==> src/rtl/gpio_cfg_pkg.sv <==
// Shared types and constants for the GPIO serial config loader.
// Pad config field map, loader FSM states and a sizing helper.
package gpio_cfg_pkg;

  localparam int CFG_W = 13;

  localparam int MGMT_EN = 0;
  localparam int OEB     = 1;
  localparam int HLD_OVR = 2;
  localparam int INP_DIS = 3;
  localparam int IB_SEL  = 4;
  localparam int ANA_EN  = 5;
  localparam int ANA_SEL = 6;
  localparam int ANA_POL = 7;
  localparam int SLOW    = 8;
  localparam int VTRIP   = 9;
  localparam int DM_LSB  = 10;
  localparam int DM_MSB  = 12;

  typedef enum logic [2:0] {
    ST_IDLE,
    ST_SHIFT_LO,
    ST_SHIFT_HI,
    ST_LOAD,
    ST_DONE
  } ld_state_e;

  function automatic int max_i(int a, int b);
    return (a > b) ? a : b;
  endfunction

endpackage

==> src/rtl/gpio_serial_loader_if.sv <==
// Request/status bundle between housekeeping and the chain loader.
// Master requests transfers; slave reports busy/done.
interface gpio_serial_loader_if #(
  parameter int TOTAL_PADS = 38,
  parameter int CFG_W      = 13
) ();

  logic                        xfer_start;
  logic [TOTAL_PADS*CFG_W-1:0] cfg_data;
  logic                        busy;
  logic                        done;

  modport master (
    output xfer_start,
    output cfg_data,
    input  busy,
    input  done
  );

  modport slave (
    input  xfer_start,
    input  cfg_data,
    output busy,
    output done
  );

endinterface

==> src/rtl/gpio_serial_clkgen.sv <==
// Phase timer for the serial clock: strobes phase_end_o on the
// last wb cycle of every CLK_DIV-long phase while enabled.
module gpio_serial_clkgen #(
  parameter int CLK_DIV = 4
) (
  input  logic clk_i,
  input  logic rstn_i,
  input  logic en_i,
  output logic phase_end_o
);

  localparam int CW = $clog2(CLK_DIV + 1);
  localparam logic [CW-1:0] TERM = CW'(CLK_DIV - 1);

  logic [CW-1:0] cnt_q;
  logic [CW-1:0] cnt_d;

  assign phase_end_o = en_i && (cnt_q == TERM);

  // Count within a phase; restart on phase end or when idle.
  always_comb begin
    cnt_d = cnt_q;
    if (!en_i || phase_end_o) begin
      cnt_d = '0;
    end else begin
      cnt_d = cnt_q + 1'b1;
    end
  end

  // Divider counter register.
  always_ff @(posedge clk_i) begin
    if (!rstn_i) begin
      cnt_q <= '0;
    end else begin
      cnt_q <= cnt_d;
    end
  end

endmodule

==> src/rtl/gpio_serial_loader.sv <==
// Snapshots per-pad config words and shifts them out on two
// pad chains, then pulses serial_load to latch all pads at once.
module gpio_serial_loader
  import gpio_cfg_pkg::*;
#(
  parameter int AREA1PADS  = 19,
  parameter int TOTAL_PADS = 38,
  parameter int CFG_W      = gpio_cfg_pkg::CFG_W,
  parameter int CLK_DIV    = 4
) (
  input  logic wb_clk_i,
  input  logic wb_rstn_i,
  gpio_serial_loader_if.slave bus,
  output logic serial_clock,
  output logic serial_load,
  output logic serial_resetn,
  output logic serial_data_1,
  output logic serial_data_2
);

  localparam int L1   = AREA1PADS;
  localparam int L2   = TOTAL_PADS - AREA1PADS;
  localparam int PMAX = max_i(L1, L2);
  localparam int N    = PMAX * CFG_W;
  localparam int BW   = $clog2(N + 1);
  localparam logic [BW-1:0] LAST = BW'(N - 1);

  ld_state_e       state_q;
  ld_state_e       state_d;
  logic [N-1:0]    sr1_q;
  logic [N-1:0]    sr1_d;
  logic [N-1:0]    sr2_q;
  logic [N-1:0]    sr2_d;
  logic [BW-1:0]   bcnt_q;
  logic [BW-1:0]   bcnt_d;
  logic            rstn_q;
  logic [N-1:0]    snap1;
  logic [N-1:0]    snap2;
  logic            phase_end;
  logic            active;

  assign active = (state_q == ST_SHIFT_LO) ||
                  (state_q == ST_SHIFT_HI) ||
                  (state_q == ST_LOAD);

  gpio_serial_clkgen #(
    .CLK_DIV (CLK_DIV)
  ) u_clkgen (
    .clk_i       (wb_clk_i),
    .rstn_i      (wb_rstn_i),
    .en_i        (active),
    .phase_end_o (phase_end)
  );

  // Arrange pads so the MSB end leaves first; short chain gets
  // zero padding at the top, which falls off its far end.
  always_comb begin
    snap1 = '0;
    snap2 = '0;
    for (int i = 0; i < L1; i++) begin
      snap1[i*CFG_W +: CFG_W] = bus.cfg_data[i*CFG_W +: CFG_W];
    end
    for (int j = 0; j < L2; j++) begin
      snap2[j*CFG_W +: CFG_W] =
        bus.cfg_data[(TOTAL_PADS-1-j)*CFG_W +: CFG_W];
    end
  end

  // Next-state logic; shift registers move only when re-entering
  // SHIFT_LO so the data lines hold their last bit afterwards.
  always_comb begin
    state_d = state_q;
    sr1_d   = sr1_q;
    sr2_d   = sr2_q;
    bcnt_d  = bcnt_q;
    unique case (state_q)
      ST_IDLE: begin
        if (bus.xfer_start) begin
          state_d = ST_SHIFT_LO;
          sr1_d   = snap1;
          sr2_d   = snap2;
          bcnt_d  = '0;
        end
      end
      ST_SHIFT_LO: begin
        if (phase_end) begin
          state_d = ST_SHIFT_HI;
        end
      end
      ST_SHIFT_HI: begin
        if (phase_end) begin
          if (bcnt_q == LAST) begin
            state_d = ST_LOAD;
            bcnt_d  = bcnt_q + 1'b1;
          end else begin
            state_d = ST_SHIFT_LO;
            bcnt_d  = bcnt_q + 1'b1;
            sr1_d   = {sr1_q[N-2:0], 1'b0};
            sr2_d   = {sr2_q[N-2:0], 1'b0};
          end
        end
      end
      ST_LOAD: begin
        if (phase_end) begin
          state_d = ST_DONE;
        end
      end
      ST_DONE: begin
        state_d = ST_IDLE;
      end
      default: begin
        state_d = ST_IDLE;
      end
    endcase
  end

  // FSM, shift chains and bit counter.
  always_ff @(posedge wb_clk_i) begin
    if (!wb_rstn_i) begin
      state_q <= ST_IDLE;
      sr1_q   <= '0;
      sr2_q   <= '0;
      bcnt_q  <= '0;
    end else begin
      state_q <= state_d;
      sr1_q   <= sr1_d;
      sr2_q   <= sr2_d;
      bcnt_q  <= bcnt_d;
    end
  end

  // Chain reset follows the bus reset one cycle later.
  always_ff @(posedge wb_clk_i) begin
    rstn_q <= wb_rstn_i;
  end

  assign bus.busy      = active;
  assign bus.done      = (state_q == ST_DONE);
  assign serial_clock  = (state_q == ST_SHIFT_HI);
  assign serial_load   = (state_q == ST_LOAD);
  assign serial_resetn = rstn_q;
  assign serial_data_1 = sr1_q[N-1];
  assign serial_data_2 = sr2_q[N-1];

endmodule

==> src/flat_wrapper.sv <==
// flat-port wrapper written by rule: the top's interface ports become plain ports
module gpio_serial_loader_flat import gpio_cfg_pkg::*;
#(
  parameter int AREA1PADS  = 19,
  parameter int TOTAL_PADS = 38,
  parameter int CFG_W      = gpio_cfg_pkg::CFG_W,
  parameter int CLK_DIV    = 4
)
  (wb_clk_i, wb_rstn_i, serial_clock, serial_load, serial_resetn, serial_data_1, serial_data_2, bus_xfer_start, bus_cfg_data, bus_busy, bus_done);
  gpio_serial_loader_if #(.TOTAL_PADS(TOTAL_PADS), .CFG_W(CFG_W)) bus_i ();
  input  logic wb_clk_i;
  input  logic wb_rstn_i;
  output logic serial_clock;
  output logic serial_load;
  output logic serial_resetn;
  output logic serial_data_1;
  output logic serial_data_2;
  input wire logic [$bits(bus_i.xfer_start)-1:0] bus_xfer_start;
  input wire logic [$bits(bus_i.cfg_data)-1:0] bus_cfg_data;
  output wire logic [$bits(bus_i.busy)-1:0] bus_busy;
  output wire logic [$bits(bus_i.done)-1:0] bus_done;
  assign bus_i.xfer_start = bus_xfer_start;
  assign bus_i.cfg_data = bus_cfg_data;
  assign bus_busy = bus_i.busy;
  assign bus_done = bus_i.done;
  gpio_serial_loader #(.AREA1PADS(AREA1PADS), .TOTAL_PADS(TOTAL_PADS), .CFG_W(CFG_W), .CLK_DIV(CLK_DIV)) u_core (.wb_clk_i(wb_clk_i), .wb_rstn_i(wb_rstn_i), .bus(bus_i), .serial_clock(serial_clock), .serial_load(serial_load), .serial_resetn(serial_resetn), .serial_data_1(serial_data_1), .serial_data_2(serial_data_2));
endmodule
==> config.mk <==
export PLATFORM = sky130hd
export DESIGN_NAME = gpio_serial_loader_flat
export DESIGN_NICKNAME = d
export VERILOG_FILES = /design/src/rtl/gpio_cfg_pkg.sv /design/src/rtl/gpio_serial_loader_if.sv /design/src/rtl/gpio_serial_clkgen.sv /design/src/rtl/gpio_serial_loader.sv /design/src/flat_wrapper.sv
export SDC_FILE = /design/constraint.sdc
export NUM_CORES = 1
export LEC_CHECK = 0
export BUFFER_PORTS_ARGS = -buffer_cell sky130_fd_sc_hd__buf_2
export CORE_MARGIN = 4
export CORE_UTILIZATION = 40
export CTS_CLUSTER_SIZE = 12
export DETAILED_ROUTE_END_ITERATION = 8
export PLACE_DENSITY = 0.61
export SLEW_MARGIN = 10
export SYNTH_ARGS = -nofsm -noshare
export SYNTH_HDL_FRONTEND = slang
export SYNTH_SLANG_ARGS = --single-unit
==> constraint.sdc <==
create_clock -name wb_clk_i -period 4 [get_ports wb_clk_i]
set_input_delay 0.6 -clock wb_clk_i [delete_from_list [all_inputs] [get_ports wb_clk_i]]
set_output_delay 0.6 -clock wb_clk_i [all_outputs]
set_load 0.02 [all_outputs]
==> impl_metrics.ini, run 1 <==
[logic_synthesis]
ys_seq_area_share_pct = 43.6
netlist_area_sq_um = 23400
ys_warn_count = 0
syn_inst = 2279
async_reset_ff_share_pct = 0
synthFlopType = dfxtp_1
synthDistinctLibCells = 36
synth_nets = 2780
synth_area_per_cell_sq_um = 10.2
synth-edff-count = 0
synth-seq-cells = 509

[timing]
drv_slew = 0
period_share_pct = 69.9
holdWs_ns = 0.291
tns_ns = 0
worst_pin_slew_ns = 1.03
slew_headroom_pct = 31.0
max_freq_ghz = 0.358
setup_viol = 0
min_period_ns = 2.79
rsz0062_at_grt = no
finClkSkew_ns = 0.0114
hold_viol_final = 0

[clocking]
clock_sinks = 509
clock_latency_ns = 0.58
post-cts-setup-buffer-count = 0
htreeDepth = 2
post_cts_resized = 0
cts-buffers-inserted = 55
cts.clk_slew.worst_paths_ns = 0.06
hold_buffers = 0
clockBufferDepth = 3
tritoncts = done
cts-root-buf = clkbuf_16

[critical_path]
r2r_end = u_core.sr1_q[228]
r2r_cells = 6
path_delay_family = buffers and inverters
crit_fanout = 86
critical_path_arrival_ns = 3.27
r2r_slack_ns = 1.21
crit_type = reg -> reg
max_stage_delay_ns = 0.80
crit_chain = mux2i_1, a311oi_4, buf_12, buf_4, nand2_1, o211a_1
r2r_start = u_core.state_q[1]
critPathRequiredTime_ns = 4.47
crit_slowest_cell = dfxtp_4
crit_path_end_kind = flop
start_kind = flop
path_buf_inv = 2

[placement]
place_hpwl_mm = 39.7
dpl_cell_area_sq_um = 26200
port-buffer-count = 503
place.gp.congestion = 0.812

[routing]
wl_mm = 58.9
drt_pass1_iterations = 7
via_per_inst = 5.23
wl_per_cell_um = 17.0
detail-route-antenna-nets = 0
drtIter0Drc = 934
dr_total_vias = 18100
drc = 0

[hold_path]
hold_path_end = u_core.sr1_q[0]
hp-start = bus_cfg_data[0]
hold_class = in -> reg
min_path_cells = 3

[pwr]
powerDensity_nw_per_um2 = 426
fin_total_pwr_mw = 12.0
clockPowerShare_pct = 42.0
netSwitchingPower_mw = 2.83
p_int_mw = 9.14
switching_share_pct = 23.6
pwr-share-seq_pct = 47.7
leakage_nw = 15.0
max-vdd-ir-drop_mv = 0.305
combPwrFrac_pct = 10.4

[status]
outcome = finished, final reports clean

[floorplan]
io_pins = 504
coreArea_sq_um = 57800
fp.dieH_um = 250
row_count = 88
initial_utilization_pct = 40.4
die_area_sq_um = 62300
die_w_um = 250

[layout]
layout_commonest_cell = dfxtp_1
final_area_sq_um = 28100
flow.area_growth_from_synthesis_pct = 20.1
final_cell_mix = dfxtp_1 (508), nand2_1 (504), buf_2 (502), mux2i_1 (493), o211a_1 (492)
finish.utilization_pct = 48.5
layout.nets = 3145
drive_gt1_share_pct = 23.1

[run]
maxCapViolCount = 0

[grt]
grt_max_degree = 195
grt_pass1_wl_mm = 92.0
overflow = 0
grt_pass1_vias = 17400
grt_use_total_pct = 17.6
antenna_found_initial = 37
[power groups by stage]
stage                     logic, mW  clock network, mW  registers, mW
final                          1.24               5.02           5.70
after global routing           1.40               5.40           5.74
after CTS                      1.25               5.21           5.70
after detailed placement       1.25                  0           5.81
after global placement         1.20                  0           5.79
after floorplan               0.856                  0           5.75
[worst min-delay path, stage by stage]
cell and delay [ns]:
buf_2 0.10, nand2_1 0.05, o22ai_1 0.07
[routing by layer]
layer | GRT usage, % | vias to the layer above | routed length [um]
met3 | 5.37 | 107 | 3930
met5 | 0 | - | 195
met1 | 22.0 | 8585 | 25500
met4 | 4.37 | 32 | 1110
met2 | 29.8 | 374 | 28100
li1 | - | 9038 | -
[cells in the mapped netlist (all sizes together) (2+ instances only)]
| library cell | n | area [sq um] |
|---|---|---|
| dfxtp | 509 | 10200 |
| nand2 | 504 | 1890 |
| mux2i | 493 | 4930 |
| o211a | 492 | 4920 |
| buf | 132 | 673 |
| clkbuf | 91 | 343 |
| nor2 | 10 | 37.5 |
| ha | 4 | 50.1 |
| and2 | 3 | 18.8 |
| inv | 3 | 11.3 |
| nand3 | 3 | 15.0 |
| nand4 | 3 | 18.8 |
| xor2 | 3 | 26.3 |
| a21boi | 2 | 15.0 |
| a21oi | 2 | 10.0 |
| and3 | 2 | 12.5 |
| nand2b | 2 | 12.5 |
| o2111ai | 2 | 17.5 |
| o22ai | 2 | 12.5 |
| or3 | 2 | 12.5 |
| or4 | 2 | 15.0 |
[sequential cells by signal, summed over array words and instances (netlist names)]
signal                 cells
u_core.serial_resetn       1
u_core.sr2_q             247
u_core.sr1_q             247
u_core.u_clkgen.cnt_q      3
u_core.state_q             3
u_core.bcnt_q              8
[worst max-delay path by stage]
stage	startpoint	end	cells past startpoint
after detailed placement	u_core.state_q[1]	u_core.sr2_q[51]	5
final	u_core.state_q[1]	u_core.sr1_q[228]	6
after floorplan	u_core.u_clkgen.cnt_q[0]	u_core.sr2_q[152]	10
after global routing	u_core.state_q[1]	u_core.sr1_q[225]	6
after CTS	u_core.state_q[1]	u_core.sr1_q[225]	6
after global placement	u_core.state_q[1]	u_core.sr2_q[51]	5
[layout make-up]
type / instances / area, sq um
clock inverter: 10 / 103
multi-input combinational: 1544 / 12200
timing repair buffer: 531 / 2890
tap: 765 / 957
sequential: 509 / 10200
inverter: 3 / 11.3
fill: 5373 / 29800
clock buffer: 84 / 1700
antenna: 21 / 52.6
[metrics by stage]
stage          setup slack [ns]  cells
5_1_grt                    1.00   3456
6_report                   1.21   3467
3_3_place_gp               1.21   3352
4_1_cts                    1.17   3446
2_1_floorplan              2.06   2279
3_5_place_dp               1.20   3352
[cells by family after synthesis]
group                    synth area share [%]
AND/OR/NAND/NOR                          9.01
XOR/XNOR                                0.113
flip-flops                               43.6
buffers and inverters                    4.40
adder cells (fa/ha/maj)                 0.214
multiplexers                             21.2
AO/OA/AOI/OAI                            21.5
(Power assumes the default switching activity.)
==> inputs of run 2 (changes only) <==
==> constraint.sdc (replaced) <==
create_clock -name wb_clk_i -period 2.7 [get_ports wb_clk_i]
set_input_delay 0.405 -clock wb_clk_i [delete_from_list [all_inputs] [get_ports wb_clk_i]]
set_output_delay 0.405 -clock wb_clk_i [all_outputs]
set_load 0.02 [all_outputs]
==> run 2 against run 1 <==
  * Design area increased by 1.2%
  * Critical path type unchanged
  * Critical path depth increased by 2
  * Register-to-register slack got worse by 0.89 ns
==> impl_metrics.ini, run 2 (same netlist as run 1, synthesis figures left out) <==
[layout]
drive_gt1_share_pct = 23.7
flow.area_growth_from_synthesis_pct = 21.5
biggestRegsByFlops = u_core.sr1_q (247), u_core.sr2_q (247), u_core.bcnt_q (8)
n_fill_cell = 5341
layout_commonest_cell = dfxtp_1
layout.nets = 3166
final_area_sq_um = 28400
final_cell_mix = dfxtp_1 (508), nand2_1 (504), buf_2 (502), mux2i_1 (493), o211a_1 (492)
finish.utilization_pct = 49.1

[critical_path]
start_kind = flop
crit_type = reg -> reg
critPathRequiredTime_ns = 3.16
crit_slowest_cell = buf_4
path_delay_family = buffers and inverters
path_buf_inv = 2
critical_path_arrival_ns = 2.85
crit_fanout = 50
crit_path_end_kind = flop
critPathMostFrequentCell = ha_1
max_stage_delay_ns = 0.43
crit_chain = ha_1, ha_1, mux2i_1, a311oi_4, buf_12, buf_4, nand2_1, o211a_1

[clocking]
cts-root-buf = clkbuf_16
clock_latency_ns = 0.58
post-cts-setup-buffer-count = 0
cts-buffers-inserted = 56
htreeDepth = 2
cts.clk_slew.worst_paths_ns = 0.06
tritoncts = done
post_cts_resized = 0
hold_buffers = 0
clock_sinks = 509
clockBufferDepth = 3

[timing]
hold_viol_final = 0
drv_slew = 0
min_period_ns = 2.39
setup_viol = 0
worst_pin_slew_ns = 1.17
rsz0062_at_grt = no
tns_ns = 0
max_freq_ghz = 0.419
holdWs_ns = 0.0937
slew_headroom_pct = 22.3
finClkSkew_ns = 0.0193
period_share_pct = 88.3
layout_setup_ws_ns = 0.315

[placement]
dpl_cell_area_sq_um = 26500
port-buffer-count = 503
place.gp.congestion = 0.843
place_hpwl_mm = 41.0
dp_slack_ns = 0.295

[routing]
drtIter0Drc = 1030
detail-route-antenna-nets = 0
dr_total_vias = 18300
wl_mm = 59.6
wl_per_cell_um = 17.0
drt_pass1_iterations = 5
drc = 0
via_per_inst = 5.23

[floorplan]
die_w_um = 250
coreArea_sq_um = 57800
die_area_sq_um = 62300
io_pins = 504
row_count = 88
fp.dieH_um = 250
initial_utilization_pct = 40.4

[grt]
grt_use_total_pct = 17.9
grt_pass1_wl_mm = 93.2
antenna_found_initial = 31
grt_pass1_vias = 17700
grt_max_degree = 127
overflow = 0

[pwr]
powerDensity_nw_per_um2 = 632
leakage_nw = 15.1
max-vdd-ir-drop_mv = 0.476

[run]
maxCapViolCount = 0

[hold_path]
hold_class = in -> reg

[status]
outcome = finished, final reports clean
[run 2: power breakdown]
part	total (mW)	switching, mW	internal, mW
sequential	8.45	0.324	8.13
combinational	1.92	0.928	0.994
clock	7.56	3.04	4.52
total	17.9	4.29	13.6
[run 2: final cells by class]
type | instances | area (sq um) | share of cell area, %
Timing Repair Buffer | 551 | 3190 | 11.2
Clock buffer | 84 | 1670 | 5.88
Sequential cell | 509 | 10200 | 35.9
Multi-Input combinational cell | 1544 | 12200 | 42.8
Tap cell | 765 | 957 | 3.37
Inverter | 3 | 11.3 | 0.0397
Clock inverter | 15 | 154 | 0.542
Antenna cell | 24 | 60.1 | 0.212
[run 2: final timing paths]
| path | from | to | slack [ns] | cells after the start |
|---|---|---|---|---|
| worst min-delay path | bus_cfg_data[0] | u_core.sr1_q[0] | 0.09 | 3 |
| worst max register to register | u_core.u_clkgen.cnt_q[0] | u_core.sr2_q[38] | 0.31 | 8 |
| worst min register to register | u_core.u_clkgen.cnt_q[0] | u_core.u_clkgen.cnt_q[0] | 0.43 | 1 |
| worst max-delay path | u_core.u_clkgen.cnt_q[0] | u_core.sr2_q[38] | 0.31 | 8 |
[run 2: layer usage]
layer | GRT usage [%] | wire length (um) | vias up
li1 | - | - | 9079
met1 | 23.1 | 26500 | 8668
met2 | 29.7 | 28000 | 396
met3 | 4.36 | 3520 | 101
met4 | 5.85 | 1400 | 22
met5 | 0 | 155 | -
[run 2: metrics by stage]
stage | std cells | total power, mW
3_3_place_gp | 3372 | 10.5
3_5_place_dp | 3372 | 10.5
2_1_floorplan | 2279 | 9.78
6_report | 3495 | 17.9
5_1_grt | 3487 | 18.8
4_1_cts | 3471 | 18.2
[run 2: worst register-to-register path: cells and delay by family, from the launching register on]
kind	cells	cell delay, ns
flip-flops	1	0.34
adder cells (fa/ha/maj)	2	0.42
buffers and inverters	2	0.66
AND/OR/NAND/NOR	1	0.13
AO/OA/AOI/OAI	2	0.55
multiplexers	1	0.17
